<file path="src/rtl/uart_pkg.sv">
// Shared types and constants for the buffered UART transmitter.
package uart_pkg;

   // Serializer states: wait for data, then start bit, 8 data bits, stop bit.
   typedef enum logic [1:0] {
      IDLE,
      START,
      DATA,
      STOP
   } uart_tx_state_t;

   // Start + 8 data + stop.
   localparam int UART_FRAME_BITS = 10;

   // 100 MHz system clock divided down to 115200 baud.
   localparam int UART_BAUD_DIV = 868;

   localparam int UART_DATA_BITS = 8;

endpackage

</file>
<file path="src/rtl/uart_tx_buffered_if.sv">
// CPU-side write/status bundle plus the serial line of the buffered UART transmitter.
interface uart_tx_buffered_if;
   import uart_pkg::*;

   logic                      wr_en;
   logic [UART_DATA_BITS-1:0] writedata;
   logic                      clr_overflow;
   logic                      fifo_full;
   logic                      fifo_empty;
   logic                      tx_busy;
   logic                      overflow;
   logic                      tx_done;
   logic                      UART_TX;

   // The CPU store path drives writes and polls status.
   modport master (
      output wr_en, writedata, clr_overflow,
      input  fifo_full, fifo_empty, tx_busy, overflow, tx_done, UART_TX
   );

   // The transmitter consumes writes and reports status.
   modport slave (
      input  wr_en, writedata, clr_overflow,
      output fifo_full, fifo_empty, tx_busy, overflow, tx_done, UART_TX
   );
endinterface

</file>
<file path="src/rtl/uart_tx_fifo.sv">
// Small circular FIFO holding bytes waiting for the serializer.
// A push is accepted when there is room or when a pop frees a slot the same cycle.
module uart_tx_fifo #(
   parameter int DEPTH = 4,
   parameter int WIDTH = 8
) (
   input  logic             sysclk,
   input  logic             reset,
   input  logic             push,
   input  logic [WIDTH-1:0] pushData,
   input  logic             pop,
   output logic [WIDTH-1:0] popData,
   output logic             full,
   output logic             empty
);

   localparam int PW = $clog2(DEPTH);

   logic [WIDTH-1:0] mem_q [DEPTH];
   logic [PW-1:0]    wrPtr_q;
   logic [PW-1:0]    rdPtr_q;
   logic [PW:0]      count_q;
   logic             doPush;

   assign full    = (count_q == (PW+1)'(DEPTH));
   assign empty   = (count_q == '0);
   assign doPush  = push && (!full || pop);
   assign popData = mem_q[rdPtr_q];

   // Storage array; contents are don't-care until written, so no reset needed.
   always_ff @(posedge sysclk) begin
      if (doPush) begin
         mem_q[wrPtr_q] <= pushData;
      end
   end

   // Pointers wrap naturally because DEPTH is a power of two; count tracks occupancy.
   always_ff @(posedge sysclk) begin
      if (reset) begin
         wrPtr_q <= '0;
         rdPtr_q <= '0;
         count_q <= '0;
      end else begin
         if (doPush) begin
            wrPtr_q <= wrPtr_q + 1'b1;
         end
         if (pop) begin
            rdPtr_q <= rdPtr_q + 1'b1;
         end
         if (doPush && !pop) begin
            count_q <= count_q + 1'b1;
         end else if (pop && !doPush) begin
            count_q <= count_q - 1'b1;
         end
      end
   end

endmodule

</file>
<file path="src/rtl/uart_tx_buffered.sv">
// Buffered 8N1 UART transmitter: FIFO in front of a back-to-back frame serializer.
module uart_tx_buffered
   import uart_pkg::*;
#(
   parameter int BAUD_DIV   = UART_BAUD_DIV,
   parameter int FIFO_DEPTH = 4
) (
   input  logic         sysclk,
   input  logic         reset,
   uart_tx_buffered_if.slave bus
);

   localparam int                CW        = $clog2(BAUD_DIV);
   localparam logic [CW-1:0]     BAUD_LAST = CW'(BAUD_DIV - 1);

   uart_tx_state_t             state_q, state_d;
   logic [CW-1:0]              baudCnt_q, baudCnt_d;
   logic [2:0]                 bitIdx_q, bitIdx_d;
   logic [UART_DATA_BITS-1:0]  shift_q, shift_d;
   logic                       txLine_q, txLine_d;
   logic                       overflow_q, overflow_d;
   logic                       pop;
   logic                       bitEnd;
   logic [UART_DATA_BITS-1:0]  popData;
   logic                       fifoFull;
   logic                       fifoEmpty;

   uart_tx_fifo #(
      .DEPTH (FIFO_DEPTH),
      .WIDTH (UART_DATA_BITS)
   ) u_fifo (
      .sysclk   (sysclk),
      .reset    (reset),
      .push     (bus.wr_en),
      .pushData (bus.writedata),
      .pop      (pop),
      .popData  (popData),
      .full     (fifoFull),
      .empty    (fifoEmpty)
   );

   assign bitEnd = (baudCnt_q == BAUD_LAST);

   // Next-state logic: advance through the frame, popping the next byte at idle or stop end.
   always_comb begin
      state_d   = state_q;
      baudCnt_d = baudCnt_q;
      bitIdx_d  = bitIdx_q;
      shift_d   = shift_q;
      txLine_d  = txLine_q;
      pop       = 1'b0;
      unique case (state_q)
         IDLE: begin
            txLine_d  = 1'b1;
            baudCnt_d = '0;
            if (!fifoEmpty) begin
               pop      = 1'b1;
               shift_d  = popData;
               txLine_d = 1'b0;
               state_d  = START;
            end
         end
         START: begin
            baudCnt_d = baudCnt_q + 1'b1;
            if (bitEnd) begin
               baudCnt_d = '0;
               bitIdx_d  = '0;
               txLine_d  = shift_q[0];
               state_d   = DATA;
            end
         end
         DATA: begin
            baudCnt_d = baudCnt_q + 1'b1;
            if (bitEnd) begin
               baudCnt_d = '0;
               if (bitIdx_q == 3'd7) begin
                  txLine_d = 1'b1;
                  state_d  = STOP;
               end else begin
                  shift_d  = shift_q >> 1;
                  txLine_d = shift_q[1];
                  bitIdx_d = bitIdx_q + 3'd1;
               end
            end
         end
         STOP: begin
            baudCnt_d = baudCnt_q + 1'b1;
            if (bitEnd) begin
               baudCnt_d = '0;
               if (!fifoEmpty) begin
                  pop      = 1'b1;
                  shift_d  = popData;
                  txLine_d = 1'b0;
                  state_d  = START;
               end else begin
                  txLine_d = 1'b1;
                  state_d  = IDLE;
               end
            end
         end
         default: begin
            state_d  = IDLE;
            txLine_d = 1'b1;
         end
      endcase
   end

   // A write is lost only when the FIFO is full and no pop frees a slot; a new drop beats a clear.
   always_comb begin
      overflow_d = overflow_q;
      if (bus.wr_en && fifoFull && !pop) begin
         overflow_d = 1'b1;
      end else if (bus.clr_overflow) begin
         overflow_d = 1'b0;
      end
   end

   // Serializer and status registers.
   always_ff @(posedge sysclk) begin
      if (reset) begin
         state_q    <= IDLE;
         baudCnt_q  <= '0;
         bitIdx_q   <= '0;
         shift_q    <= '0;
         txLine_q   <= 1'b1;
         overflow_q <= 1'b0;
      end else begin
         state_q    <= state_d;
         baudCnt_q  <= baudCnt_d;
         bitIdx_q   <= bitIdx_d;
         shift_q    <= shift_d;
         txLine_q   <= txLine_d;
         overflow_q <= overflow_d;
      end
   end

   assign bus.UART_TX    = txLine_q;
   assign bus.tx_busy    = (state_q != IDLE);
   assign bus.tx_done    = (state_q == STOP) && bitEnd;
   assign bus.overflow   = overflow_q;
   assign bus.fifo_full  = fifoFull;
   assign bus.fifo_empty = fifoEmpty;

endmodule

</file>
<file path="src/flat_wrapper.sv">
// flat-port wrapper written by rule: the top's interface ports become plain ports
module uart_tx_buffered_flat import uart_pkg::*;
#(
   parameter int BAUD_DIV   = UART_BAUD_DIV,
   parameter int FIFO_DEPTH = 4
)
  (sysclk, reset, bus_wr_en, bus_writedata, bus_clr_overflow, bus_fifo_full, bus_fifo_empty, bus_tx_busy, bus_overflow, bus_tx_done, bus_UART_TX);
  uart_tx_buffered_if bus_i ();
  input  logic sysclk;
  input  logic reset;
  input wire logic [$bits(bus_i.wr_en)-1:0] bus_wr_en;
  input wire logic [$bits(bus_i.writedata)-1:0] bus_writedata;
  input wire logic [$bits(bus_i.clr_overflow)-1:0] bus_clr_overflow;
  output wire logic [$bits(bus_i.fifo_full)-1:0] bus_fifo_full;
  output wire logic [$bits(bus_i.fifo_empty)-1:0] bus_fifo_empty;
  output wire logic [$bits(bus_i.tx_busy)-1:0] bus_tx_busy;
  output wire logic [$bits(bus_i.overflow)-1:0] bus_overflow;
  output wire logic [$bits(bus_i.tx_done)-1:0] bus_tx_done;
  output wire logic [$bits(bus_i.UART_TX)-1:0] bus_UART_TX;
  assign bus_i.wr_en = bus_wr_en;
  assign bus_i.writedata = bus_writedata;
  assign bus_i.clr_overflow = bus_clr_overflow;
  assign bus_fifo_full = bus_i.fifo_full;
  assign bus_fifo_empty = bus_i.fifo_empty;
  assign bus_tx_busy = bus_i.tx_busy;
  assign bus_overflow = bus_i.overflow;
  assign bus_tx_done = bus_i.tx_done;
  assign bus_UART_TX = bus_i.UART_TX;
  uart_tx_buffered #(.BAUD_DIV(BAUD_DIV), .FIFO_DEPTH(FIFO_DEPTH)) u_core (.sysclk(sysclk), .reset(reset), .bus(bus_i));
endmodule
</file>
<file path="config.mk">
export PLATFORM = sky130hd
export DESIGN_NAME = uart_tx_buffered_flat
export DESIGN_NICKNAME = d
export VERILOG_FILES = /design/src/rtl/uart_pkg.sv /design/src/rtl/uart_tx_buffered_if.sv /design/src/rtl/uart_tx_fifo.sv /design/src/rtl/uart_tx_buffered.sv /design/src/flat_wrapper.sv
export SDC_FILE = /design/constraint.sdc
export NUM_CORES = 1
export LEC_CHECK = 0
export CAP_MARGIN = 20
export CORE_MARGIN = 3
export CORE_UTILIZATION = 53
export DETAILED_ROUTE_END_ITERATION = 10
export PLACE_DENSITY_LB_ADDON = 0.05
export SYNTH_ARGS = -nofsm -noshare
export SYNTH_HDL_FRONTEND = slang
export SYNTH_SLANG_ARGS = --single-unit
</file>
<file path="constraint.sdc">
create_clock -name sysclk -period 2.7 [get_ports sysclk]
set_clock_uncertainty 0.15 [all_clocks]
set_input_delay 0.27 -clock sysclk [delete_from_list [all_inputs] [get_ports sysclk]]
set_output_delay 0.27 -clock sysclk [all_outputs]
set_load 0.05 [all_outputs]
</file>
# Yosys cells after proc, flatten, opt, wreduce, memory -nomap -nowiden
# Memories as Yosys holds them, arrays and structs flattened. A register that Yosys moved wholly into a read port is not among the register bits.
# Cells that the tools add are included.
# totals
ff_bits	32
n_memories	1
input_bits	12
output_inout_bits	6
ramBits	32
# memory_table
name	depth	word_bits	rd	rd_ports_with_merged_regs	write_ports	line_no	rtl
u_core.u_fifo.mem_q	4	8	1	1	1	uart_tx_fifo.sv:19	logic [WIDTH-1:0] mem_q [DEPTH];
# classes
n_reduce_logical	22
eq_ne	12
n_mux	35
n_addsub	6
# op_table
op	n
2-to-1 mux 8 bit	4
one-hot mux 8 bit (3 select lines)	1
one-hot mux 10 bit (2 select lines)	1
2-to-1 mux 3 bit	5
2-to-1 mux 2 bit	7
2-to-1 mux 1 bit	12
adder 10 x 1 -> 10 bit, second input constant	1
== test 10 bit, second input constant	1
2-to-1 mux 10 bit	1
!= test 2 x 1 -> 1 bit, second input constant	4
one-hot mux 2 bit (4 select lines)	1
AND reduction 4 bit	2
nonzero test 2 bit	4
adder 3 x 1 -> 3 bit, second input constant	2
== test 3 bit, second input constant	2
logical AND 1 bit	6
one-hot mux 3 bit (2 select lines)	1
AND reduction 5 bit	1
adder 2 x 1 -> 2 bit, second input constant	2
== test 2 bit, second input constant	2
!= test 2 bit, second input constant	2
one-hot mux 1 bit (4 select lines)	1
zero test 1 bit	3
zero test 3 bit	1
8 further kinds	8

# Depth between registers and ports, before layout
# Gate-level depths: netlist (run 1).
# depth
ltp_word	10
depth_mapped	12
depth_no_buf	11

# Hierarchy
# Synthesis (run 1) repeated with hierarchy kept, for this count alone.
# unflattened
cells_unflattened	241
hier_area_um2	3047.9
# by_module_without_submodules
module	instances	cells_per_inst	area_each_um2
uart_tx_fifo	1	89	1632.8
uart_tx_buffered	1	152	1415.1

# Least setup slack after synthesis (run 1)
# OpenSTA, ideal clock, no wires.
# synth_path
path_type	reg-to-reg
from	register u_core.u_fifo.count_q[0]
to	register u_core.u_fifo.count_q[2]
required_time_ps	2480
synth_period_minus_slack_ps	3348
arrival_time_ps	3129
slack_ps	-648
path_stages_with_launch	10
cell_sequence	dfxtp_1 -> nor3b_1 -> a21bo_2 -> a21oi_2 -> ha_1 -> inv_1 -> fa_1 -> xor2_1 -> or3_1 -> a21oi_1
# synth_via
word_cells_on_any_way	17
cone_classes	add/sub (2); eq/ne (1); mux (5); reduce/logical (9)
# synth_rtl
element	line_no	rtl
start: declaration	uart_tx_fifo.sv:22	logic [PW:0] count_q;
start signal: assignment	uart_tx_fifo.sv:51	count_q <= count_q + 1'b1;
start signal: assignment	uart_tx_fifo.sv:53	count_q <= count_q - 1'b1;
== test 3 bit (*)	uart_tx_fifo.sv:25	assign full = (count_q == (PW+1)'(DEPTH));
net bus_fifo_full	flat_wrapper.sv:14	output wire logic [$bits(bus_i.fifo_full)-1:0] bus_fifo_full;
zero test 1 bit (*)	uart_tx_fifo.sv:27	assign doPush = push && (!full || pop);
logical OR 1 bit (*)	uart_tx_fifo.sv:27	
logical AND 1 bit (*)	uart_tx_fifo.sv:27	
net u_core.u_fifo.doPush	uart_tx_fifo.sv:23	logic doPush;
zero test 1 bit	uart_tx_fifo.sv:52	end else if (pop && !doPush) begin
logical AND 1 bit	uart_tx_fifo.sv:52	
nonzero test 2 bit (no line)	n/a	
# Mark *: on every way through the listed nets, which the timed path passes. The rest lies on a longest branch. The select of a mux whose other input is x is not followed.
# A chain may end at the register's enable or synchronous reset.

# Worst setup path in the final report (run 1)
# layout_path
from	register u_core.baudCnt_q[1]
to	register u_core.u_fifo.count_q[2]
# layout_via
elab_chain_len	8
word_cells_on_any_way	11
cone_classes	eq/ne (1); mux (3); reduce/logical (7)
# layout_lines
element	line_no	rtl
start: declaration	uart_tx_buffered.sv:17	logic [CW-1:0] baudCnt_q, baudCnt_d;
start signal: assignment	uart_tx_buffered.sv:129	baudCnt_q <= baudCnt_d;
== test 10 bit (*)	uart_tx_buffered.sv:42	assign bitEnd = (baudCnt_q == BAUD_LAST);
2-to-1 mux 1 bit (*)	uart_tx_buffered.sv:88	if (bitEnd) begin
one-hot mux 1 bit (2 select lines) (*)	uart_tx_buffered.sv:52	unique case (state_q)
logical OR 1 bit	uart_tx_fifo.sv:27	
logical AND 1 bit	uart_tx_fifo.sv:27	
zero test 1 bit	uart_tx_fifo.sv:52	
logical AND 1 bit	uart_tx_fifo.sv:52	
nonzero test 2 bit (no line)	n/a	
# Every way passes the cells marked *; elsewhere a longest branch is shown, timed or not.

==> flow_summary.rst, run 1 <==
.. list-table::
   :header-rows: 1

   * - Metric
     - Value
   * - Congestion Overflow GR
     - 0
   * - Via count of the first global-routing pass
     - 1,859
   * - Outcome
     - completed
   * - Number of setup violations in the final report
     - 0
   * - CTS tree
     - done
   * - Top-count cell post-synth
     - sky130_fd_sc_hd__dfxtp_1
   * - Power density normalized to cell area
     - 982.7 nW/um2
   * - Number of flops mapped to enable cells by yosys
     - 32
   * - Largest buffer count on any clock path
     - 2
   * - Classification of the worst-slack hold path
     - register to register
   * - Routing usage on met2
     - 0.2827
   * - Sequential cell area
     - 1645 um2
   * - Fraction of final layout cells sized beyond drive strength 1
     - 0.2324
   * - Max Freq
     - 387.9 MHz
   * - Ranking of synthesized cells by area
     - sky130_fd_sc_hd__edfxtp_1 (32%), sky130_fd_sc_hd__dfxtp_1 (22%), sky130_fd_sc_hd__mux4_2 (5.9%)
   * - Ratio of final minimum period to clock period
     - 0.9547
   * - Global-route total usage across every layer
     - 0.1804
   * - Maximum number of pins on one net before global-route repair
     - 17
   * - Critical path buffer and inverter count
     - 2
   * - Wire length of the first global-routing pass
     - 8852 um
   * - CTS hold repair buffers
     - 0
   * - Clock root buffer
     - sky130_fd_sc_hd__clkbuf_8
   * - Post-placement worst setup slack
     - 0.04581 ns
   * - Area of the mapped netlist
     - 3043 um2
   * - Starting DRT DRC Count
     - 83
   * - GR Util met1
     - 0.2302
   * - Fraction of synthesis flops using an asynchronous set or reset pin
     - 0
   * - Delay-heaviest family, CP
     - adder cells
   * - Largest stage delay on the critical path
     - 0.43 ns
   * - Worst path arrival time
     - 2.71 ns
   * - Ys flop type
     - sky130_fd_sc_hd__dfxtp_1
   * - Worst-Margin Slew
     - 0.8542 ns
   * - Final hold vios
     - 0
   * - Core area
     - 5335 um2
   * - Number of CTS-inserted buffers
     - 9
   * - Critical-path top delay cell
     - sky130_fd_sc_hd__fa_1
   * - Number of slew-limit violations in the final report
     - 0
   * - Commonest cells in the synthesized netlist
     - sky130_fd_sc_hd__dfxtp_1 (34), sky130_fd_sc_hd__edfxtp_1 (32), sky130_fd_sc_hd__nor2_1 (20)
   * - Area growth, synth to finish
     - 17.56%
   * - Slack of the critical path
     - 0.1223 ns
   * - Antenna diode count
     - 0
   * - # H-tree levels
     - 3
   * - Post-DRT Antenna Nets
     - 0
   * - Initial standard-cell utilization of the core
     - 0.5704
   * - DRC errors left
     - 0
   * - Peak-usage layer in the global routing report
     - met2
   * - Critical path endpoint category
     - register
   * - Most repeated library cell on the critical path
     - sky130_fd_sc_hd__inv_1
   * - Path type of the worst setup path
     - register to register
   * - Met3 Use GR
     - 0.06250
   * - WL per Instance
     - 14.82 um
   * - Die Y-Extent
     - 81.77 um
   * - Number of flip-flops and latches in the synthesized netlist
     - 66
   * - Die width
     - 81.77 um
   * - IO Pins
     - 18
   * - Number of inserted filler cells in the final layout
     - 426
   * - Placement row count
     - 26
   * - Startpoint types
     - register
   * - Die Outline Area
     - 6686 um2
   * - Leakage
     - 1.283 nW
   * - Clock latency of the later-clocked register in the worst-skew pair
     - 0.34 ns
   * - Distinct cell type count after synthesis
     - 55
   * - Final worst path period need
     - 2.578 ns
   * - CTS Sinks
     - 66
   * - Worst endpoint required time
     - 2.84 ns
   * - Library cell with the largest summed area after synthesis
     - sky130_fd_sc_hd__edfxtp_1
   * - Clk pin slew, worst setup/hold paths
     - 0.08 ns
   * - Cell breakdown of the critical path
     - ha_2 > and4b_2 > a41oi_4 > nor3_2 > inv_1 > ha_4 > inv_1 > fa_1 > xor2_1 > or3_1 > a21oi_2
   * - Max Cap Viol
     - 0
   * - Via density per instance
     - 5.475
   * - Overall power
     - 0.003515 W
   * - Crit path max fanout
     - 4
   * - Drt first pass iters
     - 4
   * - Aggregate routed wire length
     - 5247 um
   * - Register area share after synthesis
     - 0.5395
   * - Total half-perimeter wirelength after legalization and detailed placement
     - 3512 um
   * - Post-Syn Instances
     - 245
   * - Mean area per synthesized cell
     - 12.42 um2
   * - Weighted congestion at the end of routability-driven global placement
     - 0.7253
   * - Area occupied by multi-input gates
     - 1315 um2
   * - Headroom to the max-slew limit
     - 0.4267
   * - Fraction of synthesized cell area taken by the top area cell type
     - 0.3158
   * - Port-buffer cells
     - 17
   * - Number of warnings printed during yosys synthesis
     - 0
   * - IR drop worst, VDD
     - 0.6148 mV
   * - Net count reported at finish
     - 306
   * - Net count after synthesis
     - 272
   * - DR vias
     - 1,938
   * - Antenna violations before repair
     - 0
-- through the flow --
| step | utilization | instance area (um2) | setup TNS (ns) | hold WS [ns] | std cells |
|---|---|---|---|---|---|
| 2_1_floorplan | - | 3070 | 0 | 0.2189 | 245 |
| 3_3_place_gp | 0.6309 | 3366 | 0 | 0.3073 | 337 |
| 3_5_place_dp | 0.6309 | 3366 | 0 | 0.3132 | 337 |
| 4_1_cts | 0.6651 | 3548 | 0 | 0.3293 | 353 |
| 5_1_grt | 0.6705 | 3577 | -0.007002 | 0.3511 | 354 |
| 6_report | 0.6705 | 3577 | 0 | 0.3265 | 354 |
-- cell usage in the layout, fill, tap and decap left out, drive strengths merged, types with 2 or more instances in the layout --
cell type	Yosys	layout
dfxtp	34	34
edfxtp	32	32
nor2	20	20
buf	6	19
a21oi	17	17
clkdlybuf4s50	0	15
ha	14	14
o21ai	13	13
inv	10	13
or3	11	11
mux2i	9	9
clkbuf	6	9
mux4	8	8
xor2	6	6
nand2b	6	6
nand3	6	6
and2	5	5
nor3	5	5
nand2	4	4
clkinvlp	0	3
mux2	3	3
nor2b	3	3
xnor2	3	3
nand4	2	2
a31oi	2	2
-- cell type report --
type / count / share of cell area
tap: 70 / 0.02448
clock inverter: 7 / 0.01644
inverter: 10 / 0.01154
sequential: 66 / 0.4600
timing repair buffer: 35 / 0.08534
clock buffer: 9 / 0.03463
multi-input combinational: 157 / 0.3676
-- layer usage --
layer | wire length (um) | part of all wire | up-vias
met2 | 2416 | 0.46 | 35
met3 | 197 | 0.038 | 8
met4 | 77 | 0.015 | 0
met1 | 2556 | 0.49 | 924
met5 | 0 | 0 | -
li1 | - | - | 971
-- where the power goes --
group / internal, W / switching [W] / leakage, nW
clock: 0.000347 / 0.000424 / 0.0872
combinational: 0.000659 / 0.000780 / 0.624
sequential: 0.00120 / 0.000102 / 0.572
total: 0.00221 / 0.00131 / 1.28
-- registers in the layout, indices dropped and copies added (netlist names), named ones only --
signal,count
u_core.baudCnt_q,10
u_core.u_fifo.rdPtr_q,2
u_core.bitIdx_q,3
u_core.u_fifo.mem_q,32
u_core.bus.UART_TX,1
u_core.u_fifo.wrPtr_q,2
u_core.u_fifo.count_q,3
u_core.bus.overflow,1
u_core.shift_q,8
u_core.state_q,2
-- tightest hold or removal path: cells and delay by family (launching register included) --
kind	cells	cell delay [ns]
DFF	1	0.31
and+or+nand+nor	1	0.07
AOI/OAI and AO/OA	1	0.05
-- logic make-up (layout without fill, tap and decap cells) --
logic type	Yosys count	count (layout)	synth area share
xor gates and xnor gates	9	9	0.02591
muxes	20	20	0.09992
adders and majority gates	15	15	0.06415
DFF	66	66	0.5395
buffers and inverters	22	61	0.04112
AOI/OAI and AO/OA	44	44	0.09992
and+or+nand+nor	69	69	0.1295
-- worst paths after layout --
path	start	endpoint	slack [ns]	cells after the start
worst max-delay path	u_core.baudCnt_q[1]	u_core.u_fifo.count_q[2]	0.12	11
worst min-delay path	u_core.bus.overflow	u_core.bus.overflow	0.33	2
worst max register to register	u_core.baudCnt_q[1]	u_core.u_fifo.count_q[2]	0.12	11
worst min register to register	u_core.bus.overflow	u_core.bus.overflow	0.33	2
-- what timing repair did --
item / in CTS / in global routing
gates resized for setup: 0 / 7
endpoints found under the setup margin: 0 / 2
setup buffers: 0 / 1
endpoints found under the hold margin: 0 / 0
Note: power is estimated with default switching activity, not from simulation.
==> inputs of run 2 (changes only) <==
--- a/config.mk
+++ b/config.mk
@@ -10,6 +10,7 @@
 export CORE_UTILIZATION = 53
 export DETAILED_ROUTE_END_ITERATION = 10
 export PLACE_DENSITY_LB_ADDON = 0.05
+export SETUP_SLACK_MARGIN = 0.2
 export SYNTH_ARGS = -nofsm -noshare
 export SYNTH_HDL_FRONTEND = slang
 export SYNTH_SLANG_ARGS = --single-unit
==> run 2 against run 1 <==
Against the previous run: hold slack worse by 0.012 ns; final cell count shrank 1.7%; largest cell class unchanged; sequential power about the same; highest routed layer unchanged; final area down 0.38%; total power rose by 0.56%; sequential share of layout area is 0.18 points higher; sequential cell count did not move; first-iteration DRC count is 25% lower; die area did not move; setup slack gained 0.10 ns; critical path type unchanged.
==> flow_summary.rst, run 2 (same netlist as run 1, synthesis figures left out) <==
.. list-table::
   :header-rows: 1

   * - Metric
     - Value
   * - Core area
     - 5335 um2 (unchanged)
   * - Worst path arrival time
     - 2.60 ns (was 2.71 ns)
   * - Max Freq
     - 404.0 MHz (was 387.9 MHz)
   * - Largest Register
     - u_core.u_fifo.mem_q (unchanged)
   * - Fraction of final layout cells sized beyond drive strength 1
     - 0.2158 (was 0.2324)
   * - Initial standard-cell utilization of the core
     - 0.5704 (unchanged)
   * - Ratio of final minimum period to clock period
     - 0.9168 (was 0.9547)
   * - Clk pin slew, worst setup/hold paths
     - 0.07 ns (was 0.08 ns)
   * - Number of setup violations in the final report
     - 0 (unchanged)
   * - Congestion Overflow GR
     - 0 (unchanged)
   * - Die Y-Extent
     - 81.77 um (unchanged)
   * - Antenna diode count
     - 0 (unchanged)
   * - Maximum number of pins on one net before global-route repair
     - 20 (was 17)
   * - Regs by FF count
     - u_core.u_fifo.mem_q x32, u_core.baudCnt_q x10, u_core.shift_q x8 (unchanged)
   * - DR vias
     - 1,896 (was 1,938)
   * - Number of slew-limit violations in the final report
     - 0 (unchanged)
   * - WL per Instance
     - 14.51 um (was 14.82 um)
   * - Starting DRT DRC Count
     - 62 (was 83)
   * - Number of inserted filler cells in the final layout
     - 430 (was 426)
   * - Critical path endpoint category
     - register (unchanged)
   * - DRC errors left
     - 0 (unchanged)
   * - Worst-Margin Slew
     - 0.8433 ns (was 0.8542 ns)
   * - Area growth, synth to finish
     - 17.11% (was 17.56%)
   * - Final worst path period need
     - 2.475 ns (was 2.578 ns)
   * - Weighted congestion at the end of routability-driven global placement
     - 0.7754 (was 0.7253)
   * - Post-DRT Antenna Nets
     - 0 (unchanged)
   * - Overall power
     - 0.003535 W (was 0.003515 W)
   * - Crit path max fanout
     - 5 (was 4)
   * - Total half-perimeter wirelength after legalization and detailed placement
     - 3325 um (was 3512 um)
   * - Path type of the worst setup path
     - register to register (unchanged)
   * - Aggregate routed wire length
     - 5050 um (was 5247 um)
   * - Worst endpoint required time
     - 2.82 ns (was 2.84 ns)
   * - Critical-path top delay cell
     - sky130_fd_sc_hd__dfxtp_2 (was sky130_fd_sc_hd__fa_1)
   * - Most repeated library cell on the critical path
     - sky130_fd_sc_hd__ha_4 (was sky130_fd_sc_hd__inv_1)
   * - Delay-heaviest family, CP
     - adder cells (unchanged)
   * - Clock latency of the later-clocked register in the worst-skew pair
     - 0.34 ns (about the same)
   * - Outcome
     - completed (unchanged)
   * - # H-tree levels
     - 3 (unchanged)
   * - Inst Count DP
     - 327 (was 337)
   * - Largest buffer count on any clock path
     - 2 (unchanged)
   * - Via count of the first global-routing pass
     - 1,876 (was 1,859)
   * - Final hold vios
     - 0 (unchanged)
   * - IO Pins
     - 18 (unchanged)
   * - Power density normalized to cell area
     - 992.0 nW/um2 (was 982.7 nW/um2)
   * - Max Cap Viol
     - 0 (unchanged)
   * - Placement row count
     - 26 (unchanged)
   * - RSZ-0062 raised after global routing
     - yes
   * - Global-route total usage across every layer
     - 0.1778 (was 0.1804)
   * - Headroom to the max-slew limit
     - 0.4340 (was 0.4267)
   * - Antenna violations before repair
     - 0 (unchanged)
   * - Filler-free cell count of the finished design
     - 348 (was 354)
   * - Final setup TNS
     - 0 ns (unchanged)
   * - Net count reported at finish
     - 300 (was 306)
   * - CTS tree
     - done (unchanged)
   * - IR drop worst, VDD
     - 0.5668 mV (was 0.6148 mV)
   * - Via density per instance
     - 5.448 (was 5.475)
   * - Number of CTS-inserted buffers
     - 9 (unchanged)
   * - Die width
     - 81.77 um (unchanged)
   * - Wire length of the first global-routing pass
     - 8825 um (was 8852 um)
   * - Port-buffer cells
     - 17 (unchanged)
   * - Largest stage delay on the critical path
     - 0.34 ns (was 0.43 ns)
   * - Leakage
     - 1.251 nW (was 1.283 nW)
   * - Critical path buffer and inverter count
     - 2 (unchanged)
   * - CTS Sinks
     - 66 (unchanged)
   * - Commonest cells after routing, fill and taps aside
     - sky130_fd_sc_hd__edfxtp_1 (32), sky130_fd_sc_hd__dfxtp_1 (31), sky130_fd_sc_hd__nor2_1 (20) (unchanged)
   * - Classification of the worst-slack hold path
     - register to register (unchanged)
   * - Startpoint types
     - register (unchanged)
   * - Cell breakdown of the critical path
     - ha_4 > and4b_1 > a41oi_4 > nor3_2 > inv_1 > ha_4 > inv_2 > fa_2 > xor2_1 > or3_1 > a21oi_1 (was ha_2 > and4b_2 > a41oi_4 > nor3_2 > inv_1 > ha_4 > inv_1 > fa_1 > xor2_1 > or3_1 > a21oi_2)
   * - Most frequent standard cell in the layout excluding fill and tap cells
     - sky130_fd_sc_hd__edfxtp_1 (unchanged)
   * - Flip-flop count of the largest register, all copies and words added
     - 32 (unchanged)
   * - Clock root buffer
     - sky130_fd_sc_hd__clkbuf_8 (unchanged)
   * - Die Outline Area
     - 6686 um2 (unchanged)
   * - Drt first pass iters
     - 4 (unchanged)
==> run 2: worst register-to-register path, stage by stage, from the launching register on <==
cell and delay, ns:
sky130_fd_sc_hd__dfxtp_2 0.34, sky130_fd_sc_hd__ha_4 0.17, sky130_fd_sc_hd__and4b_1 0.21, sky130_fd_sc_hd__a41oi_4 0.28
sky130_fd_sc_hd__nor3_2 0.08, sky130_fd_sc_hd__inv_1 0.10, sky130_fd_sc_hd__ha_4 0.15, sky130_fd_sc_hd__inv_2 0.03
sky130_fd_sc_hd__fa_2 0.32, sky130_fd_sc_hd__xor2_1 0.15, sky130_fd_sc_hd__or3_1 0.31, sky130_fd_sc_hd__a21oi_1 0.12
==> run 2: through the flow <==
step / instance area, um2 / utilization / worst slack, ns / hold WS (ns)
after floorplan: 3108 / - / 0.2272 / 0.2189
after global placement: 3331 / 0.6243 / 0.2450 / 0.2887
after detailed placement: 3331 / 0.6243 / 0.1685 / 0.2963
final: 3563 / 0.6679 / 0.2247 / 0.3149
after global routing: 3563 / 0.6679 / 0.1052 / 0.3537
after CTS: 3553 / 0.6660 / 0.2020 / 0.3163
==> run 2: layout make-up <==
cell class / instances / area, um2 / share of cell area
sequential: 66 / 1645 / 0.4617
inverter: 10 / 41.29 / 0.01159
tap: 70 / 87.58 / 0.02458
multi-input combinational: 157 / 1335 / 0.3746
clock inverter: 6 / 67.56 / 0.01896
timing repair buffer: 29 / 259.0 / 0.07268
clock buffer: 10 / 127.6 / 0.03581
==> run 2: path summary, 6_finish.rpt <==
kind,startpoint,endpoint,slack (ns),cells after the start
worst max register to register,u_core.baudCnt_q[1],u_core.u_fifo.count_q[2],0.22,11
worst min-delay path,u_core.bus.UART_TX,u_core.bus.UART_TX,0.31,1
worst max-delay path,u_core.baudCnt_q[1],u_core.u_fifo.count_q[2],0.22,11
worst min register to register,u_core.bus.UART_TX,u_core.bus.UART_TX,0.31,1
==> run 2: power breakdown <==
part | switching, W | leakage (nW) | internal, W
logic | 0.000756 | 0.585 | 0.000656
registers | 0.000112 | 0.572 | 0.00121
clock network | 0.000377 | 0.0929 | 0.000429
total | 0.00124 | 1.25 | 0.00229
==> run 2: what timing repair did <==
| action | 4_1_cts | 5_1_grt |
|---|---|---|
| gates resized for setup | 3 | 2 |
| setup buffers | 4 | 1 |
| endpoints found under the setup margin | 3 | 2 |
| gates cloned | 0 | 0 |
| pin swaps | 2 | 1 |
| hold buffers | 0 | 0 |
==> run 2: layer usage <==
layer	part of all wire	vias up	global-route usage
li1	-	955	-
met1	0.46	911	0.2264
met2	0.48	28	0.2803
met3	0.044	2	0.06579
met4	0.0075	0	0.05980
met5	0	-	0
==> inputs of run 3 (changes only) <==
--- a/config.mk
+++ b/config.mk
@@ -7,9 +7,10 @@
 export LEC_CHECK = 0
 export CAP_MARGIN = 20
 export CORE_MARGIN = 3
-export CORE_UTILIZATION = 53
+export CORE_UTILIZATION = 60
 export DETAILED_ROUTE_END_ITERATION = 10
 export PLACE_DENSITY_LB_ADDON = 0.05
+export RECOVER_POWER = 25
 export SETUP_SLACK_MARGIN = 0.2
 export SYNTH_ARGS = -nofsm -noshare
 export SYNTH_HDL_FRONTEND = slang
==> constraint.sdc (replaced) <==
create_clock -name sysclk -period 2.95 [get_ports sysclk]
set_clock_uncertainty 0.15 [all_clocks]
set_input_delay 0.295 -clock sysclk [delete_from_list [all_inputs] [get_ports sysclk]]
set_output_delay 0.295 -clock sysclk [all_outputs]
set_load 0.05 [all_outputs]
==> run 3 against run 2 <==
Against the previous run: clock power shrank 12%; count of clock-buffer cells in the layout down 1; hold slack worse by 0.0060 ns; final cell count is 1.4% lower; setup slack improved by 0.093 ns; sequential power decreased by 8%; total power shrank 11%; first-iteration DRC count is 6.5% lower; critical endpoint is now bus_fifo_empty.
==> flow_summary.rst, run 3 (same netlist as run 1, synthesis figures left out) <==
.. list-table::
   :header-rows: 1

   * - Metric
     - Value
   * - WL per Instance
     - 14.71 um (was 14.51 um)
   * - IR drop worst, VDD
     - 0.4349 mV (was 0.5668 mV)
   * - Clock root buffer
     - sky130_fd_sc_hd__clkbuf_8 (unchanged)
   * - Headroom to the max-slew limit
     - 0.4316 (was 0.4340)
   * - Design area
     - 3515 um2 (was 3563 um2)
   * - R2r setup slk
     - 0.32 ns (was 0.22 ns)
   * - Most frequent standard cell in the layout excluding fill and tap cells
     - sky130_fd_sc_hd__edfxtp_1 (unchanged)
   * - Clock latency of the later-clocked register in the worst-skew pair
     - 0.33 ns (was 0.34 ns)
   * - # H-tree levels
     - 3 (unchanged)
   * - Worst flop-to-flop path endpoint
     - u_core.u_fifo.count_q[2] (unchanged)
   * - Congestion Overflow GR
     - 0 (unchanged)
   * - Filler-free cell count of the finished design
     - 343 (was 348)
   * - Weighted congestion at the end of routability-driven global placement
     - 0.8538 (was 0.7754)
   * - Aggregate routed wire length
     - 5044 um (was 5050 um)
   * - Die Outline Area
     - 5962 um2 (was 6686 um2)
   * - Path type of the worst setup path
     - register to output pin (was register to register)
   * - DR vias
     - 1,855 (was 1,896)
   * - Die Y-Extent
     - 77.22 um (was 81.77 um)
   * - RSZ-0062 raised after global routing
     - no (was yes)
   * - Commonest cells after routing, fill and taps aside
     - sky130_fd_sc_hd__edfxtp_1 (32), sky130_fd_sc_hd__dfxtp_1 (30), sky130_fd_sc_hd__nor2_1 (20) (was sky130_fd_sc_hd__edfxtp_1 (32), sky130_fd_sc_hd__dfxtp_1 (31), sky130_fd_sc_hd__nor2_1 (20))
   * - CTS Sinks
     - 66 (unchanged)
   * - Post-DRT Antenna Nets
     - 0 (unchanged)
   * - Slack of the critical path
     - 0.3181 ns (was 0.2247 ns)
   * - Inst Count DP
     - 322 (was 327)
   * - Depth of the critical timing path with buffers and inverters included
     - 3 (was 11)
   * - Largest Register
     - u_core.u_fifo.mem_q (unchanged)
   * - Initial standard-cell utilization of the core
     - 0.6317 (was 0.5704)
   * - Via count of the first global-routing pass
     - 1,883 (was 1,876)
   * - Placement row count
     - 25 (was 26)
   * - Max Cap Viol
     - 0 (unchanged)
   * - Worst-Margin Slew
     - 0.8469 ns (was 0.8433 ns)
   * - Drt first pass iters
     - 4 (unchanged)
   * - Delay-heaviest family, CP
     - buffers and inverters (was adder cells)
   * - Critical-path top delay cell
     - sky130_fd_sc_hd__clkdlybuf4s50_1 (was sky130_fd_sc_hd__dfxtp_2)
   * - Number of slew-limit violations in the final report
     - 0 (unchanged)
   * - Global-route total usage across every layer
     - 0.1857 (was 0.1778)
   * - Final worst path period need
     - 2.632 ns
   * - Wire length of the first global-routing pass
     - 8556 um (was 8825 um)
   * - Ratio of final minimum period to clock period
     - 0.8922
   * - Critical path endpoint category
     - output pin (was register)
   * - Final design utilization
     - 0.7296 (was 0.6679)
   * - Via density per instance
     - 5.408 (was 5.448)
   * - Worst Reg2Reg Path Length in Cells
     - 11 (unchanged)
   * - Number of CTS-inserted buffers
     - 9 (unchanged)
   * - Final hold vios
     - 0 (unchanged)
   * - Regs by FF count
     - u_core.u_fifo.mem_q x32, u_core.baudCnt_q x10, u_core.shift_q x8 (unchanged)
   * - Starting DRT DRC Count
     - 58 (was 62)
   * - Number of setup violations in the final report
     - 0 (unchanged)
   * - Placed standard-cell area
     - 3259 um2 (was 3331 um2)
   * - Worst endpoint required time
     - 2.51 ns (was 2.82 ns)
   * - Antenna violations before repair
     - 0 (unchanged)
   * - Worst path arrival time
     - 2.19 ns (was 2.60 ns)
   * - DRC errors left
     - 0 (unchanged)
   * - Total half-perimeter wirelength after legalization and detailed placement
     - 3352 um (was 3325 um)
   * - IO Pins
     - 18 (unchanged)
   * - Startpoint types
     - register (unchanged)
   * - Flip-flop count of the largest register, all copies and words added
     - 32 (unchanged)
   * - Cell breakdown of the critical path
     - or3_1 > inv_1 > clkdlybuf4s50_1 (was ha_4 > and4b_1 > a41oi_4 > nor3_2 > inv_1 > ha_4 > inv_2 > fa_2 > xor2_1 > or3_1 > a21oi_1)
   * - Port-buffer cells
     - 17 (unchanged)
   * - Largest stage delay on the critical path
     - 0.85 ns (was 0.34 ns)
   * - Fraction of final layout cells sized beyond drive strength 1
     - 0.2065 (was 0.2158)
   * - Area growth, synth to finish
     - 15.50% (was 17.11%)
   * - Leakage
     - 1.250 nW (was 1.251 nW)
   * - Critical path buffer and inverter count
     - 2 (unchanged)
   * - Timing endpoint of the critical path
     - bus_fifo_empty (was u_core.u_fifo.count_q[2])
   * - CTS hold repair buffers
     - 0 (unchanged)
   * - Max Freq
     - 379.9 MHz
   * - Final setup TNS
     - 0 ns (unchanged)
   * - Classification of the worst-slack hold path
     - register to register (unchanged)
   * - CTS tree
     - done (unchanged)
   * - Die width
     - 77.22 um (was 81.77 um)
   * - Core area
     - 4817 um2 (was 5335 um2)
   * - Post-placement worst setup slack
     - 0.1461 ns (was 0.1685 ns)
   * - Reg-to-reg critical path startpoint
     - u_core.baudCnt_q[0] (was u_core.baudCnt_q[1])
   * - Clk pin slew, worst setup/hold paths
     - 0.07 ns (about the same)
   * - Antenna diode count
     - 0 (unchanged)
   * - Maximum number of pins on one net before global-route repair
     - 17 (was 20)
   * - Largest buffer count on any clock path
     - 2 (unchanged)
   * - Crit path max fanout
     - 6 (was 5)
   * - Net count reported at finish
     - 298 (was 300)
   * - Critical Path Source
     - u_core.u_fifo.count_q[1] (was u_core.baudCnt_q[1])
   * - Power density normalized to cell area
     - 898.0 nW/um2 (was 992.0 nW/um2)
   * - Outcome
     - completed (unchanged)
run 3: changes by cell type in the layout (fill, tap and decap cells not counted), moves of 2 or more:
| cell | delta |
|---|---|
| sky130_fd_sc_hd__dlygate4sd3_1 | +7 |
| sky130_fd_sc_hd__clkdlybuf4s50_1 | -6 |
| sky130_fd_sc_hd__clkinvlp_4 | -2 |
| sky130_fd_sc_hd__ha_2 | +2 |
| sky130_fd_sc_hd__clkinv_2 | +2 |
| sky130_fd_sc_hd__ha_4 | -2 |
| sky130_fd_sc_hd__buf_4 | -2 |
| sky130_fd_sc_hd__clkinv_1 | +2 |
| sky130_fd_sc_hd__inv_1 | +2 |
run 3: final cells by class:
class / instances / area, um2
clock buffers: 9 / 123.9
multi-input cells: 157 / 1316
fillers: 352 / 1303
repair buffers: 27 / 244.0
flip-flops and latches: 66 / 1649
well taps: 67 / 83.83
clock inverters: 7 / 60.06
inverters: 10 / 37.54
run 3: timing repair:
action,4_1_cts,5_1_grt
setup buffers,0,5
gates resized for setup,3,11
endpoints found under the setup margin,2,2
pin swaps,2,4
run 3: how the worst min path moves through the flow:
stage	start	endpoint	slack [ns]	cells after the start
6_report	u_core.baudCnt_q[0]	u_core.baudCnt_q[0]	0.31	1
5_1_grt	u_core.baudCnt_q[0]	u_core.baudCnt_q[0]	0.32	1
4_1_cts	u_core.bus.overflow	u_core.bus.overflow	0.32	2
3_5_place_dp	u_core.bus.UART_TX	u_core.bus.UART_TX	0.31	1
3_3_place_gp	u_core.baudCnt_q[0]	u_core.baudCnt_q[0]	0.29	1
2_1_floorplan	bus_writedata[0]	u_core.u_fifo.mem_q[0][0]	0.24	0
run 3: routing by layer:
layer	track usage	share of wire	up-vias
li1	-	-	947
met1	0.2379	0.49	881
met2	0.3022	0.47	21
met3	0.03873	0.024	6
met4	0.08541	0.011	0
met5	0	0	-
run 3: stage by stage:
step                      power [W]  hold slack [ns]
final                      0.003156           0.3089
after global routing       0.003371           0.3161
after CTS                  0.003102           0.3201
after detailed placement   0.002378           0.3059
after global placement     0.002361           0.2947
after floorplan            0.002134           0.2439
run 3: report_power, final:
group	leakage, nW	total (W)	switching, W	internal, W
Clock	0.0939	0.000707	0.000327	0.000380
Sequential	0.573	0.00121	0.000107	0.00111
Combinational	0.583	0.00124	0.000679	0.000557
==> RTL change (flow settings as in run 1) <==
Take the reset off `shift_q` and load it in a clocked block of its own.
--- a/src/rtl/uart_tx_buffered.sv
+++ b/src/rtl/uart_tx_buffered.sv
@@ -121,17 +121,19 @@
          state_q    <= IDLE;
          baudCnt_q  <= '0;
          bitIdx_q   <= '0;
-         shift_q    <= '0;
          txLine_q   <= 1'b1;
          overflow_q <= 1'b0;
       end else begin
          state_q    <= state_d;
          baudCnt_q  <= baudCnt_d;
          bitIdx_q   <= bitIdx_d;
-         shift_q    <= shift_d;
          txLine_q   <= txLine_d;
          overflow_q <= overflow_d;
       end
+   end
+
+   always_ff @(posedge sysclk) begin
+      shift_q <= shift_d;
    end
 
    assign bus.UART_TX    = txLine_q;
Formal check against the unedited RTL: same outputs for any inputs over 10 cycles, from zero or initial values and one cycle with reset high; that may be too few to reach the edited logic, so the function may still have changed.
==> RTL change against run 1 <==
- fmax about the same
- cell area down 1.3%
- area after synthesis down 2.4%
- worst hold slack worse by 0.023 ns
- worst setup slack worse by 0.0016 ns
- synthesized cell count down 2.4%
- via count down 1.7%
- wire length up 6.7%
- total power up 0.80%
- sequential cell count unchanged
- die area down 2.2%
- global-route usage up 1.4 points
- largest power group unchanged
==> RTL change: results (changes against run 1) <==
metric;value;unit;change
CP Launch Point;u_core.state_q[0]$_SDFFE_PP0P_;;was u_core.baudCnt_q[1]$_SDFF_PP0_
met2 routed WL;2600;µm;was 2420 µm
Worst path max stage delay;0.37;ns;was 0.43 ns
Seq group;1.41;mW;was 1.31 mW
worst-margin pin slew;0.543;ns;was 0.854 ns
root buf cell;clkbuf_8;;unchanged
EDFF count, synth;40;;was 32
hpwl dp;4040;µm;was 3510 µm
fill cell count;398;;was 426
worst-case vdd ir drop;481;µV;was 615 µV
Detailed Route WL;5600;µm;was 5250 µm
Placed Cells;332;;was 337
1st-iter DRT viols;147;;was 83
HP Start;u_core.bus.overflow$_SDFFE_PP0P_;;unchanged
Yosys cell types;43;;was 55
met3 wire length;267;µm;was 197 µm
met1 GRT Util;26.1;%;was 23.0%
synth cell count leaders;40 x edfxtp_1, 26 x dfxtp_1, 22 x nor2_1;;was 34 x dfxtp_1, 32 x edfxtp_1, 20 x nor2_1
first-pass GRT wire length;9250;µm;was 8850 µm
met2 Usage GRT;29.7;%;was 28.3%
GRT Overall Usage;19.4;%;was 18.0%
status;finished clean;;unchanged
drt wl/cell;15.9;µm;was 14.8 µm
Avg Vias per Cell;5.43;;was 5.47
Post-layout nets;302;;was 306
Post-DP Area;3310;µm²;was 3370 µm²
CTS Buf Count;9;;unchanged
met3 usage;6.98;%;was 6.25%
comb pwr;1.44;mW;about the same
Synth Net Count;265;;was 272
pre-CTS setup slack;-0.00825;ns;was 0.0458 ns
largest net degree at the start of global routing;16;;was 17
combinational power share;40.6;%;was 40.9%
vias in the first global route;1868;;was 1859
met1 WL;2690;µm;was 2560 µm
gp weighted congestion;0.828;;was 0.725
Slowest-stage cell, CP;fa_2;;was fa_1
Leakage;1.28;nW;about the same
layout cells sized above 1;19.6;%;was 23.2%
asr flop ratio synth;0;%;unchanged
synth top area cells;edfxtp_1 40%, dfxtp_1 18%, mux4_2 6.1%;;was edfxtp_1 32%, dfxtp_1 22%, mux4_2 5.9%
post-synthesis cell count;239;;was 245
internal power;2.26;mW;was 2.21 mW
Seq/Total Area, Yosys;58.0;%;was 53.9%
RTL change: changes by cell type in the layout (fill, tap and decap cells not counted), moves of 4 or more:
cell | run 1 | this run
a21oi_1 | 15 | 11
a22o_1 | 0 | 7
dfxtp_1 | 31 | 26
edfxtp_1 | 32 | 40
inv_1 | 9 | 13
mux2i_1 | 9 | 1
nand2_1 | 4 | 11
nand2b_1 | 6 | 0
nor3_1 | 3 | 7
o21ai_0 | 12 | 7
or3_1 | 9 | 5
RTL change: final cells by class:
cell class | instances | area, µm² | share of cell area [%]
inverters | 16 | 60.1 | 1.70
clock buffers | 10 | 128 | 3.61
repair buffers | 35 | 305 | 8.64
clock inverters | 6 | 42.5 | 1.20
flip-flops and latches | 66 | 1720 | 48.7
well taps | 70 | 87.6 | 2.48
multi-input cells | 148 | 1190 | 33.6
RTL change: what timing repair did:
action,CTS,global route
hold endpoints to repair,0,0
setup endpoints to repair,1,3
resized for setup,2,6
setup buffers,2,1
hold buffers,0,0
pin swaps,1,5
RTL change: path summary, 6_finish.rpt:
check                                     endpoint  slack [ns]  cells past startpoint
max reg2reg  u_core.u_fifo.count_q[2]$_SDFFE_PP0P_        0.12                     11
min reg2reg       u_core.bus.overflow$_SDFFE_PP0P_        0.30                      2
max          u_core.u_fifo.count_q[2]$_SDFFE_PP0P_        0.12                     11
min               u_core.bus.overflow$_SDFFE_PP0P_        0.30                      2
RTL change: logic make-up (layout without fill, tap and decap cells):
| logic type | count (synthesis) | in the layout | synth area share [%] |
|---|---|---|---|
| simple gates | 73 | 73 | 13.0 |
| flops | 66 | 66 | 58.0 |
| compound gates | 42 | 42 | 10.2 |
| buf+inv | 25 | 67 | 3.33 |
| fa+ha+maj | 14 | 14 | 6.15 |
| xor+xnor | 10 | 10 | 2.95 |
| mux | 9 | 9 | 6.41 |
